`src/rtl/button_conditioner.sv`:
```
// button_conditioner: two-flop synchronizer plus an independent debounce FSM per button channel.
// Outputs a clean level and a one-cycle press pulse per channel; define BTN_AUTO_REPEAT_EN for auto-repeat.
module button_conditioner #(
    parameter int               N_BTN                = 3,
    parameter int               STABLE_CYCLES        = 5_000_000,
    parameter int               REPEAT_DELAY_CYCLES  = 50_000_000,
    parameter int               REPEAT_PERIOD_CYCLES = 20_000_000,
    parameter logic [N_BTN-1:0] REPEAT_MASK          = 'b010
) (
    input  logic             clk,
    input  logic             reset,
    input  logic [N_BTN-1:0] btn_in,
    output logic [N_BTN-1:0] btn_level,
    output logic [N_BTN-1:0] btn_pulse
);

    typedef enum logic [1:0] {
        IDLE        = 2'd0,
        ARM_PRESS   = 2'd1,
        PRESSED     = 2'd2,
        ARM_RELEASE = 2'd3
    } state_t;

    localparam int             CW       = $clog2(STABLE_CYCLES + 1);
    localparam logic [CW-1:0]  CNT_LAST = CW'(STABLE_CYCLES - 1);
    localparam logic [CW-1:0]  CNT_ONE  = CW'(1);

    logic [N_BTN-1:0]         s1_q, s2_q;
    logic [N_BTN-1:0]         level_q, level_d;
    logic [N_BTN-1:0]         pulse_q, pulse_d;
    logic [N_BTN-1:0][CW-1:0] cnt_q, cnt_d;
    state_t                   state_q [N_BTN];
    state_t                   state_d [N_BTN];

`ifdef BTN_AUTO_REPEAT_EN
    localparam int            RMAX     = (REPEAT_DELAY_CYCLES > REPEAT_PERIOD_CYCLES) ?
                                         REPEAT_DELAY_CYCLES : REPEAT_PERIOD_CYCLES;
    localparam int            RW       = $clog2(RMAX + 1);
    localparam logic [RW-1:0] DLY_LAST = RW'(REPEAT_DELAY_CYCLES - 1);
    localparam logic [RW-1:0] PER_LAST = RW'(REPEAT_PERIOD_CYCLES - 1);
    localparam logic [RW-1:0] RPT_ONE  = RW'(1);

    logic [N_BTN-1:0][RW-1:0] rpt_q, rpt_d;
    // per_q marks that the initial delay has elapsed and the period interval now applies
    logic [N_BTN-1:0]         per_q, per_d;
`endif

    always_ff @(posedge clk or posedge reset) begin
        if (reset) begin
            s1_q    <= '0;
            s2_q    <= '0;
            level_q <= '0;
            pulse_q <= '0;
            cnt_q   <= '0;
            for (int i = 0; i < N_BTN; i++) begin
                state_q[i] <= IDLE;
            end
        end else begin
            s1_q    <= btn_in;
            s2_q    <= s1_q;
            level_q <= level_d;
            pulse_q <= pulse_d;
            cnt_q   <= cnt_d;
            for (int i = 0; i < N_BTN; i++) begin
                state_q[i] <= state_d[i];
            end
        end
    end

`ifdef BTN_AUTO_REPEAT_EN
    always_ff @(posedge clk or posedge reset) begin
        if (reset) begin
            rpt_q <= '0;
            per_q <= '0;
        end else begin
            rpt_q <= rpt_d;
            per_q <= per_d;
        end
    end
`endif

    always_comb begin
        level_d = level_q;
        pulse_d = '0;
        cnt_d   = cnt_q;
`ifdef BTN_AUTO_REPEAT_EN
        rpt_d   = rpt_q;
        per_d   = per_q;
`endif
        for (int i = 0; i < N_BTN; i++) begin
            state_d[i] = state_q[i];
            case (state_q[i])
                IDLE: begin
                    if (s2_q[i]) begin
                        if (STABLE_CYCLES == 1) begin
                            state_d[i] = PRESSED;
                            level_d[i] = 1'b1;
                            pulse_d[i] = 1'b1;
                            cnt_d[i]   = '0;
                        end else begin
                            state_d[i] = ARM_PRESS;
                            cnt_d[i]   = CNT_ONE;
                        end
                    end
                end
                ARM_PRESS: begin
                    if (!s2_q[i]) begin
                        state_d[i] = IDLE;
                        cnt_d[i]   = '0;
                    end else if (cnt_q[i] == CNT_LAST) begin
                        state_d[i] = PRESSED;
                        level_d[i] = 1'b1;
                        pulse_d[i] = 1'b1;
                        cnt_d[i]   = '0;
                    end else begin
                        cnt_d[i]   = cnt_q[i] + CNT_ONE;
                    end
                end
                PRESSED: begin
                    if (!s2_q[i]) begin
                        if (STABLE_CYCLES == 1) begin
                            state_d[i] = IDLE;
                            level_d[i] = 1'b0;
                            cnt_d[i]   = '0;
                        end else begin
                            state_d[i] = ARM_RELEASE;
                            cnt_d[i]   = CNT_ONE;
                        end
                    end
                end
                ARM_RELEASE: begin
                    if (s2_q[i]) begin
                        state_d[i] = PRESSED;
                        cnt_d[i]   = '0;
                    end else if (cnt_q[i] == CNT_LAST) begin
                        state_d[i] = IDLE;
                        level_d[i] = 1'b0;
                        cnt_d[i]   = '0;
                    end else begin
                        cnt_d[i]   = cnt_q[i] + CNT_ONE;
                    end
                end
                default: begin
                    state_d[i] = IDLE;
                    cnt_d[i]   = '0;
                end
            endcase
`ifdef BTN_AUTO_REPEAT_EN
            // Counts only while settled in PRESSED, so a release bounce freezes it
            if (REPEAT_MASK[i]) begin
                if (state_q[i] == PRESSED && state_d[i] == PRESSED) begin
                    if (rpt_q[i] == (per_q[i] ? PER_LAST : DLY_LAST)) begin
                        pulse_d[i] = 1'b1;
                        rpt_d[i]   = '0;
                        per_d[i]   = 1'b1;
                    end else begin
                        rpt_d[i]   = rpt_q[i] + RPT_ONE;
                    end
                end else if (state_d[i] == IDLE) begin
                    rpt_d[i] = '0;
                    per_d[i] = 1'b0;
                end
            end else begin
                rpt_d[i] = '0;
                per_d[i] = 1'b0;
            end
`endif
        end
    end

    assign btn_level = level_q;
    assign btn_pulse = pulse_q;

endmodule
```
`config.mk`:
```
export PLATFORM = sky130hd
export DESIGN_NAME = button_conditioner
export DESIGN_NICKNAME = d
export VERILOG_FILES = /design/src/rtl/button_conditioner.sv
export SDC_FILE = /design/constraint.sdc
export NUM_CORES = 1
export LEC_CHECK = 0
export ABC_AREA = 1
export BUFFER_PORTS_ARGS = -buffer_cell sky130_fd_sc_hd__buf_2
export CORE_AREA = 2 2 100 102
export CTS_CLUSTER_SIZE = 10
export DETAILED_ROUTE_END_ITERATION = 12
export DIE_AREA = 0 0 102 104
export PLACE_DENSITY = 0.74
export SLEW_MARGIN = 20
export SYNTH_ARGS = -nofsm -noshare
export SYNTH_HDL_FRONTEND = slang
export SYNTH_SLANG_ARGS = --single-unit
```
`constraint.sdc`:
```
create_clock -name clk -period 2.66 [get_ports clk]
set_input_delay 0.133 -clock clk [delete_from_list [all_inputs] [get_ports clk]]
set_output_delay 0.133 -clock clk [all_outputs]
set_load 0.02 [all_outputs]
```
==> impl_results.md <==
- Status: complete, no violations
- Area of the mapped netlist: 0.00510 mm2
- Initial core utilization: 0.534
- Worst endpoint data arrival time: 2.19 ns
- Total number of vias: 4376
- R2R Path Start: s2_q[2]$_DFF_PP0_
- Flip-flop cell with the highest count after synthesis: sky130_fd_sc_hd__dfrtp_1
- Port Buffers: 10
- Total routing usage reported by global routing: 0.214
- Biggest fanout along the worst timing path: 13
- Slew at the pin closest to its max-slew limit: 0.802 ns
- Portion of netlist area occupied by mux cells: 0
- Number of setup violations in the final report: 0
- Total negative slack for setup checks: 0 ns
- Fill count: 882
- Vias in the first global route: 4186
- Post-synthesis register bit count: 87
- Top-Level Pins: 11
- Net count of the mapped netlist: 679
- Design Area, Final: 0.00550 mm2
- Kind of start point of the critical path: register
- Sequential element share of the synthesized area: 0.427
- TritonCTS clock tree: done
- Launch point of the worst path: s2_q[2]$_DFF_PP0_
- Kind of end point of the critical path: register
- Yosys warns: 0
- Die Outline Area: 0.0106 mm2
- Compound-cell area share of the yosys netlist: 0.0947
- Max-slew violation count: 0
- Post-DP HPWL: 7.72 mm
- Area fraction in and, or, nand and nor cells after synthesis: 0.341
- Final Critical Period: 1.96 ns
- EDFF count, synth: 0
- Endpoints failing hold: 0
- Worst skew pair latency: 0.36 ns
- Portion of synthesized cell area occupied by the leading cell type: 0.427
- Area after DPL: 0.00527 mm2
- Synthesized netlist cell count: 671
- Pin count of the biggest net entering global routing: 46
- Maximum Capacitance Violations: 0
- Type of the worst setup path: register to register
- Total clock sinks: 87
- Setup repair after global routing missed its margin: false
- Residual antenna-violating net count after detailed routing: 0
- Worst Hold Launch: s1_q[0]$_DFF_PP0_
- Worst vdd ir: 0.406 mV
- Detailed-route DRC error count: 0
- Most numerous cell in the Yosys netlist: sky130_fd_sc_hd__nand2_1
- Final-layout worst hold slack: 0.357 ns
- Maximum buffer depth of the clock tree: 2
- Final design utilization: 0.576
- Overall power after layout: 2.57 mW
- Num CTS Buffers: 9
- Fraction of layout cells with a size suffix above 1: 0.114
- Worst slew slack as a fraction of its limit: 0.465
- Routability congestion estimate: 0.898
- Die boundary height: 104 um
- Main area contributors after synthesis: sky130_fd_sc_hd__dfrtp_1 (43%), sky130_fd_sc_hd__nand2_1 (14%), sky130_fd_sc_hd__inv_1 (5.8%), sky130_fd_sc_hd__nand3_1 (4.5%), sky130_fd_sc_hd__xor2_1 (4.5%)
- GR Overflow Total: 0
- Antenna violations before repair: 0
- Max Clock Skew: 0.0189 ns
- Std cell rows: 36
- Area of the core region: 0.00955 mm2
- Via density per instance: 5.30
- Top cells by instance count after synthesis: sky130_fd_sc_hd__nand2_1 (184), sky130_fd_sc_hd__dfrtp_1 (87), sky130_fd_sc_hd__inv_1 (79), sky130_fd_sc_hd__nor2_1 (60), sky130_fd_sc_hd__nand3_1 (46)
- Average instance area after synthesis: 7.60 um2
- CTS H-Tree Depth: 3
- Area share of xor/xnor cells in the synthesized design: 0.0533
- First drt pass iteration count: 4
- Cell accounting for the most synthesized area: sky130_fd_sc_hd__dfrtp_1
- Global-route wire length before repair: 18.5 mm
- Adder-cell share of the synthesized area: 0.00736
- Initial detailed-routing violation count: 198
- Final cycle utilization of the critical path: 0.737
- Layout overhead on the synthesized area: 7.95%
- Combinational family with the most area after synthesis: simple AND/OR/NAND/NOR gates
- Routed length per placed instance: 13.0 um
- Final net count: 695
- Diodes inserted: 0
- HP Class: register to register
- Overall die width: 102 um
- Leakage power summed over all cells: 2.36 nW
- Wire length reported by the detailed router: 10.8 mm
- Proportion of synthesized flip-flops having asynchronous set or reset: 1.00
- Post-CTS Setup Repair Bufs: 0
- Worst-path clk slew: 0.08 ns
- Power density normalized to cell area: 467 mW/mm2
- Required time reported for the critical path endpoint: 2.89 ns
- Count of different cell masters after synthesis: 33
- Maximum operating frequency: 510 MHz
- Clock Root Buffer: sky130_fd_sc_hd__clkbuf_8
logic make-up after synthesis:
kind of cell	Yosys count
buffers and inverters	96
AO/OA/AOI/OAI	87
XOR/XNOR	31
adder cells (fa/ha/maj)	3
AND/OR/NAND/NOR	367
flip-flops	87
routing by layer:
| metal | share of wire | track usage | up-vias |
|---|---|---|---|
| met5 | 0 | 0 | - |
| met4 | 0.011 | 0.0695 | 0 |
| met3 | 0.032 | 0.0437 | 11 |
| met2 | 0.48 | 0.344 | 60 |
| met1 | 0.48 | 0.288 | 2105 |
| li1 | - | - | 2200 |
layout make-up:
class,instances,area (um2),area share
Clock buffer,13,149,0.0271
Clock inverter,3,42.5,0.00773
Inverter,85,320,0.0582
Multi-Input combinational cell,488,2530,0.460
Sequential cell,87,2180,0.396
Tap cell,133,166,0.0302
Timing Repair Buffer,16,118,0.0214
state kept, by name, summed over array words and instances, names as in the netlist, named ones only:
signal / flops
cnt_q: 69
btn_level: 3
btn_pulse: 3
s1_q: 3
s2_q: 3
state_q: 3
stage by stage:
step,setup slack (ns),std cells
floorplan,0.277,671
global placement,0.802,805
detailed placement,0.738,805
CTS,0.735,825
global route,0.448,825
finish,0.699,825
worst paths after layout:
| path | to | cells past startpoint | slack (ns) |
|---|---|---|---|
| worst max-delay path | cnt_q[46]$_DFFE_PP0P_ | 6 | 0.70 |
| worst min-delay path | s2_q[0]$_DFF_PP0_ | 0 | 0.36 |
| worst max register to register | cnt_q[46]$_DFFE_PP0P_ | 6 | 0.70 |
| worst min register to register | s2_q[0]$_DFF_PP0_ | 0 | 0.36 |
| max in group asynchronous | cnt_q[25]$_DFFE_PP0P_ | 4 | 1.52 |
| min in group asynchronous | cnt_q[12]$_DFFE_PP0P_ | 3 | 0.44 |
timing repair:
action	4_1_cts	5_1_grt
hold buffers	4	0
gates resized for setup	0	0
endpoints found under the hold margin	47	0
worst max-delay path: stages (launching register included):
cell                      delay, ns
sky130_fd_sc_hd__dfrtp_1       0.40
sky130_fd_sc_hd__nand2_1       0.11
sky130_fd_sc_hd__nand2_1       0.08
sky130_fd_sc_hd__nor2_1        0.57
sky130_fd_sc_hd__inv_1         0.43
sky130_fd_sc_hd__nor2_1        0.19
sky130_fd_sc_hd__a21oi_1       0.06
report_power, final:
group / total [mW] / switching, mW / internal [mW] / leakage (nW)
sequential: 1.41 / 0.0477 / 1.36 / 1.19
clock: 0.920 / 0.460 / 0.460 / 0.0936
combinational: 0.240 / 0.173 / 0.0675 / 1.08
total: 2.57 / 0.680 / 1.89 / 2.36
cell usage in the layout (no fill, tap or decap), drive strengths merged, types with 2 or more instances in the layout:
cell and n:
nand2 191, inv 84, o211ai 2, dlygate4sd3 4, or2 2, a31oi 2, nor2 80, xnor2 5
clkbuf 13, dfrtp 87, o22ai 18, xor2 26, nand3b 3, ha 3, o21bai 2, nand4 15
nor3 14, nand3 62, o21ai 52, clkinv 2, a21oi 11, buf 12
(Power assumes the default switching activity.)
